File: src/rtl/display_scan_bcd_pkg.sv
`default_nettype none
// ============================================================================
//  Module      : display_scan_bcd_pkg
//  Description : Shared constants and types for the scanned BCD display.
//                Active-low 7-segment patterns (bit order a..g, seg[0] = a),
//                anode-off constant, digit-index type, converter state type
//                and the segment decode helper.
//  Revision    : 1.0  initial release
// ============================================================================
package display_scan_bcd_pkg;

    // Segment patterns, abcdefg, active-low
    localparam logic [0:6] SEG_0     = 7'b0000001;
    localparam logic [0:6] SEG_1     = 7'b1001111;
    localparam logic [0:6] SEG_2     = 7'b0010010;
    localparam logic [0:6] SEG_3     = 7'b0000110;
    localparam logic [0:6] SEG_4     = 7'b1001100;
    localparam logic [0:6] SEG_5     = 7'b0100100;
    localparam logic [0:6] SEG_6     = 7'b0100000;
    localparam logic [0:6] SEG_7     = 7'b0001111;
    localparam logic [0:6] SEG_8     = 7'b0000000;
    localparam logic [0:6] SEG_9     = 7'b0000100;
    localparam logic [0:6] SEG_BLANK = 7'b1111111;

    // All four anodes released
    localparam logic [3:0] AN_OFF = 4'b1111;

    // Index of the digit currently being scanned (0 = units)
    typedef logic [1:0] dig_idx_t;

    // Sequential converter state
    typedef enum logic [0:0] {
        CONV_IDLE  = 1'b0,
        CONV_SHIFT = 1'b1
    } conv_state_t;

    // BCD nibble to segment pattern; the unreachable codes 10..15 show blank
    function automatic logic [0:6] seg_decode(input logic [3:0] d);
        logic [0:6] s;
        case (d)
            4'd0:    s = SEG_0;
            4'd1:    s = SEG_1;
            4'd2:    s = SEG_2;
            4'd3:    s = SEG_3;
            4'd4:    s = SEG_4;
            4'd5:    s = SEG_5;
            4'd6:    s = SEG_6;
            4'd7:    s = SEG_7;
            4'd8:    s = SEG_8;
            4'd9:    s = SEG_9;
            default: s = SEG_BLANK;
        endcase
        return s;
    endfunction

endpackage
`default_nettype wire

File: src/rtl/display_scan_bcd_if.sv
`default_nettype none
// ============================================================================
//  Module      : display_scan_bcd_if
//  Description : Load/display bundle of the scanned BCD display.
//                value  - binary value to show (WIDTH bits)
//                load   - capture strobe, honoured only while busy is low
//                busy   - conversion in progress
//                seg    - segments a..g as seg[0]..seg[6], active-low
//                an     - digit anodes, active-low one-hot, an[0] = units
//                master : the producer of value/load (consumes the display)
//                slave  : the display block
//  Revision    : 1.0  initial release
// ============================================================================
interface display_scan_bcd_if #(
    parameter int WIDTH = 5
);
    logic [WIDTH-1:0] value;
    logic             load;
    logic             busy;
    logic [0:6]       seg;
    logic [3:0]       an;

    modport master (
        output value,
        output load,
        input  busy,
        input  seg,
        input  an
    );

    modport slave (
        input  value,
        input  load,
        output busy,
        output seg,
        output an
    );
endinterface
`default_nettype wire

File: src/rtl/display_scan_bcd_bin2bcd.sv
`default_nettype none
// ============================================================================
//  Module      : bin2bcd_seq
//  Description : Sequential double-dabble converter, one shift per clock.
//                A start while idle captures bin; WIDTH shift cycles follow.
//                done is high during the last shift cycle, so the edge that
//                ends it is the commit edge; bcd carries the final result
//                while done is high.
//  Ports       : clk   in   system clock
//                rst   in   asynchronous active-low reset
//                start in   capture request (ignored while busy)
//                bin   in   binary value, WIDTH bits
//                busy  out  conversion in progress
//                done  out  final shift cycle, bcd is valid
//                bcd   out  NDIG packed BCD nibbles, nibble 0 = units
//  Revision    : 1.0  initial release
// ============================================================================
module bin2bcd_seq
    import display_scan_bcd_pkg::*;
#(
    parameter int WIDTH = 5,
    parameter int NDIG  = 4
) (
    input  wire logic                clk,
    input  wire logic                rst,
    input  wire logic                start,
    input  wire logic [WIDTH-1:0]    bin,
    output logic                     busy,
    output logic                     done,
    output logic [4*NDIG-1:0]        bcd
);

    localparam int SRW = 4*NDIG + WIDTH;
    localparam int CW  = (WIDTH > 1) ? $clog2(WIDTH) : 1;

    conv_state_t      state_q, state_d;
    logic [SRW-1:0]   sr_q,    sr_d;
    logic [CW-1:0]    cnt_q,   cnt_d;

    logic [SRW-1:0]   w_adj;
    logic [SRW-1:0]   w_shift;
    logic             w_last;

    // Add 3 to every BCD nibble >= 5 ahead of the shift so that the
    // doubling carries correctly into the next decade.
    always_comb begin
        w_adj = sr_q;
        for (int k = 0; k < NDIG; k++) begin
            if (sr_q[WIDTH + 4*k +: 4] >= 4'd5) begin
                w_adj[WIDTH + 4*k +: 4] = sr_q[WIDTH + 4*k +: 4] + 4'd3;
            end
        end
    end

    assign w_shift = w_adj << 1;
    assign w_last  = (state_q == CONV_SHIFT) && (cnt_q == CW'(WIDTH - 1));

    always_ff @(posedge clk or negedge rst) begin
        if (!rst) begin
            state_q <= CONV_IDLE;
            sr_q    <= '0;
            cnt_q   <= '0;
        end else begin
            state_q <= state_d;
            sr_q    <= sr_d;
            cnt_q   <= cnt_d;
        end
    end

    always_comb begin
        state_d = state_q;
        sr_d    = sr_q;
        cnt_d   = cnt_q;
        case (state_q)
            CONV_IDLE: begin
                if (start) begin
                    sr_d    = SRW'(bin);
                    cnt_d   = '0;
                    state_d = CONV_SHIFT;
                end
            end
            CONV_SHIFT: begin
                sr_d  = w_shift;
                cnt_d = cnt_q + 1'b1;
                if (w_last) begin
                    state_d = CONV_IDLE;
                end
            end
            default: state_d = CONV_IDLE;
        endcase
    end

    assign busy = (state_q == CONV_SHIFT);
    assign done = w_last;
    assign bcd  = w_shift[SRW-1:WIDTH];

endmodule
`default_nettype wire

File: src/rtl/display_scan_bcd.sv
`default_nettype none
// ============================================================================
//  Module      : display_scan_bcd
//  Description : Converts a loaded binary value to BCD sequentially and
//                scans the digits onto a common-anode 4-digit 7-segment
//                display. The scan runs continuously; the stored digits are
//                replaced in one step when a conversion completes.
//  Ports       : clk   in   system clock
//                rst   in   asynchronous active-low reset
//                bus   slave modport: value/load in, busy/seg/an out
//  Parameters  : WIDTH    binary input width (1..13)
//                NDIG     number of digits (4)
//                DIV      clocks per digit slot (>= 2)
//                BLANK_LZ 1 = blank leading zeros above the units digit
//  Revision    : 1.0  initial release
// ============================================================================
module display_scan_bcd
    import display_scan_bcd_pkg::*;
#(
    parameter int WIDTH    = 5,
    parameter int NDIG     = 4,
    parameter int DIV      = 50000,
    parameter int BLANK_LZ = 1
) (
    input  wire logic         clk,
    input  wire logic         rst,
    display_scan_bcd_if.slave bus
);

    localparam int PW = $clog2(DIV);

    logic [PW-1:0]       presc_q,  presc_d;
    dig_idx_t            idx_q,    idx_d;
    logic [4*NDIG-1:0]   digits_q, digits_d;
    logic [0:6]          seg_q,    seg_d;
    logic [NDIG-1:0]     an_q,     an_d;

    logic                w_busy;
    logic                w_done;
    logic [4*NDIG-1:0]   w_bcd;
    logic [NDIG-1:0]     w_blank;
    logic                w_zero_above;
    logic [3:0]          w_digit;
    logic                w_wrap;

    bin2bcd_seq #(
        .WIDTH (WIDTH),
        .NDIG  (NDIG)
    ) u_conv (
        .clk   (clk),
        .rst   (rst),
        .start (bus.load),
        .bin   (bus.value),
        .busy  (w_busy),
        .done  (w_done),
        .bcd   (w_bcd)
    );

    // Leading-zero blanking: walk down from the top digit, a digit is blank
    // while it and everything above it is zero. The units digit always shows.
    always_comb begin
        w_blank      = '0;
        w_zero_above = 1'b1;
        for (int k = NDIG - 1; k >= 1; k--) begin
            w_zero_above = w_zero_above && (digits_q[4*k +: 4] == 4'd0);
            w_blank[k]   = (BLANK_LZ != 0) && w_zero_above;
        end
    end

    assign w_wrap  = (presc_q == PW'(DIV - 1));
    assign w_digit = digits_q[4*int'(idx_q) +: 4];

    always_comb begin
        presc_d  = w_wrap ? '0 : presc_q + 1'b1;
        idx_d    = idx_q;
        if (w_wrap) begin
            idx_d = (idx_q == dig_idx_t'(NDIG - 1)) ? '0 : idx_q + 1'b1;
        end
        // All digits are replaced together on the commit edge
        digits_d = w_done ? w_bcd : digits_q;
        seg_d    = w_blank[idx_q] ? SEG_BLANK : seg_decode(w_digit);
        an_d     = ~(NDIG'(1) << idx_q);
    end

    always_ff @(posedge clk or negedge rst) begin
        if (!rst) begin
            presc_q  <= '0;
            idx_q    <= '0;
            digits_q <= '0;
            seg_q    <= SEG_BLANK;
            an_q     <= AN_OFF;
        end else begin
            presc_q  <= presc_d;
            idx_q    <= idx_d;
            digits_q <= digits_d;
            seg_q    <= seg_d;
            an_q     <= an_d;
        end
    end

    assign bus.busy = w_busy;
    assign bus.seg  = seg_q;
    assign bus.an   = an_q;

endmodule
`default_nettype wire

File: src/flat_wrapper.sv
// flat-port wrapper written by rule: the top's interface ports become plain ports
module display_scan_bcd_flat import display_scan_bcd_pkg::*;
#(
    parameter int WIDTH    = 5,
    parameter int NDIG     = 4,
    parameter int DIV      = 50000,
    parameter int BLANK_LZ = 1
)
  (clk, rst, bus_value, bus_load, bus_busy, bus_seg, bus_an);
  display_scan_bcd_if #(.WIDTH(WIDTH)) bus_i ();
  input  wire logic clk;
  input  wire logic rst;
  input wire logic [$bits(bus_i.value)-1:0] bus_value;
  input wire logic [$bits(bus_i.load)-1:0] bus_load;
  output wire logic [$bits(bus_i.busy)-1:0] bus_busy;
  output wire logic [$bits(bus_i.seg)-1:0] bus_seg;
  output wire logic [$bits(bus_i.an)-1:0] bus_an;
  assign bus_i.value = bus_value;
  assign bus_i.load = bus_load;
  assign bus_busy = bus_i.busy;
  assign bus_seg = bus_i.seg;
  assign bus_an = bus_i.an;
  display_scan_bcd #(.WIDTH(WIDTH), .NDIG(NDIG), .DIV(DIV), .BLANK_LZ(BLANK_LZ)) u_core (.clk(clk), .rst(rst), .bus(bus_i));
endmodule
File: config.mk
export PLATFORM = sky130hd
export DESIGN_NAME = display_scan_bcd_flat
export DESIGN_NICKNAME = d
export VERILOG_FILES = /design/src/rtl/display_scan_bcd_pkg.sv /design/src/rtl/display_scan_bcd_if.sv /design/src/rtl/display_scan_bcd_bin2bcd.sv /design/src/rtl/display_scan_bcd.sv /design/src/flat_wrapper.sv
export SDC_FILE = /design/constraint.sdc
export NUM_CORES = 1
export LEC_CHECK = 0
export BUFFER_PORTS_ARGS = -buffer_cell sky130_fd_sc_hd__buf_2
export CAP_MARGIN = 20
export CORE_UTILIZATION = 41
export CTS_BUF_LIST = sky130_fd_sc_hd__clkbuf_16
export DETAILED_ROUTE_END_ITERATION = 10
export GPL_TIMING_DRIVEN = 1
export HOLD_SLACK_MARGIN = 0.1
export PLACE_DENSITY_LB_ADDON = 0.08
export SLEW_MARGIN = 20
export SYNTH_ARGS = -nofsm -noshare
export SYNTH_HDL_FRONTEND = slang
export SYNTH_SLANG_ARGS = --single-unit
File: constraint.sdc
create_clock -name clk -period 1.77 [get_ports clk]
set_input_delay 0.0885 -clock clk [delete_from_list [all_inputs] [get_ports clk]]
set_output_delay 0.0885 -clock clk [all_outputs]
set_load 0.005 [all_outputs]
==> qor.txt <==
Fmax achieved: 598 MHz
hpwl dp: 4210 um
Yosys top cell by area: dfrtp_1
via count: 2,330
WL/cell: 13.4 um
root buffer cell: clkbuf_16
FF-to-FF End: u_core.bus.seg[3]
Synth area leaders: dfrtp_1 (42%), dfstp_2 (8.2%), ha_1 (7.5%)
post-route antenna net violation count: 0
PD cells: 1540 nW/um^2
Syn Area/Cell: 11.0 sq um
critical path required time: 2.03 ns
Row Count: 33
Initial Utilization: 0.427
Residual DRC: 0
die area: 8970 sq um
Antenna Diode Count: 0
Die Span Y: 94.7 um
WP depth: 6
gr usage total: 0.159
minimum clock period: 1.67 ns
vias in the first global route: 2,313
Crit Path Max Fanout: 5
nets: 388
insertion delay to the later sink of the worst-skew pair: 0.33 ns
status: complete, no violations
reg2reg setup slack: 0.1 ns
Slew @ Worst Pin: 0.361 ns
maximum VDD drop: 0.000577 V
Top Ports: 20
share of cells above drive strength 1: 0.198
crit path kind: flip-flop to flip-flop
CTS tree: done
TNS Setup: 0 ns
Worst Hold Depth: 2
Worst Reg-to-Reg Cells: 6
crit path DAT: 1.93 ns
final wirelength: 6270 um
synthesis warning total: 0
share of the synthesized area in the top cell type: 0.419
first-pass GRT wire length: 10,900 um
count of unique library cells instantiated by Yosys: 41
antenna violations before repair: 0
cells after synthesis: 321
Final setup violation count: 0
Hold Path End: u_core.u_conv.sr_q[5]
Max Buffers Root-to-Sink: 2
clock skew: 0.00674 ns
startpoint types: flip-flop
synthesized net count: 350
CP Capture Type: flip-flop
GR Overflow Total: 0
final worst-path cycle share: 0.944
worst hold path startpoint: bus_load
Top delay family on crit path: multiplexers
Seq/Total Area, Yosys: 0.501
core box area: 8260 sq um
slowest CP cell: mux4_2
Sink Count: 70
Final Wtd Congestion: 0.814
Buf+Inv Stages, Crit Path: 2
max cap viols: 0
worst hold slack: 0.172 ns
Clock transition at path regs: 0.06 ns
port buffer count: 19
Yosys reg bits: 70
max-slew violations: 0
critical path's most frequent cell: inv_1
Slew HR: 0.757
slowest stage delay, CP: 0.57 ns
P_leak: 1.97 nW
final hold violation count: 0
H-tree levels: 3
largest net degree at the start of global routing: 71
worst path cell trace: mux4_2, inv_1, ha_1, inv_1, mux2i_1, o21ai_1
unrepaired setup endpoints after global routing: false
initial drt markers: 69
via/cell ratio: 4.97
type of the worst min-delay path: primary input to flip-flop
Inserted Clock Buffers: 9
reg2reg start: u_core.idx_q[0]
First-pass DRT Iterations: 5
Syn Std Cell Area: 3520 sq um
Filler Cell Count: 764
DIE WIDTH: 94.7 um
area delta synth->final: 17.5%
layer usage:
layer  track usage  up-vias  wire, um  part of all wire
met5             0        -         0                 0
met4        0.0758        0       126             0.020
met3        0.0290       11       135             0.022
met2         0.254       25      2810              0.45
met1         0.209     1105      3190              0.51
li1              -     1189         -                 -
worst register-to-register path, cell delays in order (launching register included):
cell     delay, ns
dfrtp_2       0.40
mux4_2        0.57
inv_1         0.14
ha_1          0.24
inv_1         0.07
mux2i_1       0.07
o21ai_1       0.11
power by group:
part / switching, W / total [W] / internal, W
Clock: 0.000648 / 0.00157 / 0.000924
Sequential: 0.000347 / 0.00250 / 0.00215
Combinational: 0.00120 / 0.00232 / 0.00112
Total: 0.00220 / 0.00639 / 0.00419
layout by cell type (no fill, tap or decap), drive strengths merged, types with 8 or more instances in the layout:
cell	netlist	layout
dfrtp	59	59
buf	4	32
o21ai	26	26
inv	22	24
nand2	22	22
mux2i	22	22
ha	21	21
nor2	16	16
a21oi	14	14
nand2b	14	14
xnor2	11	11
dfstp	11	11
nor3b	10	10
clkbuf	7	9
nand3	8	8
registers in the layout, indices dropped and copies added, names as in the netlist:
register,count
u_core.presc_q,16
u_core.bus.seg,7
u_core.idx_q,2
u_core.bus.an,4
u_core.digits_q,16
u_core.u_conv.sr_q,21
u_core.u_conv.cnt_q,3
u_core.u_conv.busy,1
worst max path at each step:
stage                        end  slack [ns]       startpoint
2_1_floorplan  u_core.bus.seg[4]        0.03  u_core.idx_q[0]
3_3_place_gp   u_core.bus.seg[3]        0.09  u_core.idx_q[0]
3_5_place_dp   u_core.bus.seg[3]        0.07  u_core.idx_q[0]
4_1_cts        u_core.bus.seg[3]        0.05  u_core.idx_q[0]
5_1_grt        u_core.bus.seg[3]       0.005  u_core.idx_q[0]
6_report       u_core.bus.seg[3]         0.1  u_core.idx_q[0]
synthesized netlist by cell type:
library cell  count
dfstp_2          11
nand3_1           8
nor4b_1           1
mux2i_1          22
a211oi_2          1
or4_1             1
o32ai_1           1
buf_1             2
nor2_1           16
xnor2_1          11
mux2_2            6
and3_1            3
o21ai_1           3
a21o_1            6
nor3_1            5
and2_1            1
nor3b_1          10
nand2_1          22
buf_6             1
nand2b_1         14
clkbuf_1          7
a21oi_1          14
mux4_1            1
and4_1            1
a31oi_1           1
o31a_2            1
o31ai_1           2
mux4_2            3
xor2_1            7
nor2b_4           1
nor4_1            4
o21ai_2           1
nor4bb_1          2
buf_2             1
dfrtp_1          59
nand4_1           3
inv_1            22
nor2b_1           1
ha_1             21
a22o_1            2
o21ai_0          22
kinds of logic after synthesis:
| group | count (synthesis) | share of synthesized area |
|---|---|---|
| AOI/OAI and AO/OA | 54 | 0.0906 |
| DFF | 70 | 0.501 |
| buffers and inverters | 33 | 0.0376 |
| and+or+nand+nor | 93 | 0.143 |
| muxes | 32 | 0.108 |
| adders and majority gates | 21 | 0.0746 |
| xor gates and xnor gates | 18 | 0.0447 |
metrics by stage:
stage	cell area (sq um)	utilization	total power, W	std cells	setup slack, ns
final	4140	0.501	0.00639	469	0.0991
after detailed placement	3810	0.462	0.00487	446	0.0704
after CTS	4130	0.500	0.00648	468	0.0495
after floorplan	3520	-	0.00419	321	0.0274
after global routing	4140	0.501	0.00691	469	0.00476
after global placement	3810	0.462	0.00483	446	0.0860
what timing repair did:
action,4_1_cts,5_1_grt
buffers inserted,0,1
hold buffers,6,0
resized for setup,0,1
hold endpoints to repair,64,0
setup endpoints to repair,0,4
final cells by class:
cell class | instances | area [sq um] | area share
clock inverter | 7 | 33.8 | 0.00816
inverter | 22 | 82.6 | 0.0200
multi-input combinational | 218 | 1620 | 0.392
timing repair buffer | 38 | 278 | 0.0671
tap | 105 | 131 | 0.0317
sequential | 70 | 1770 | 0.427
clock buffer | 9 | 225 | 0.0544
Power figures use the tool's default switching activity.
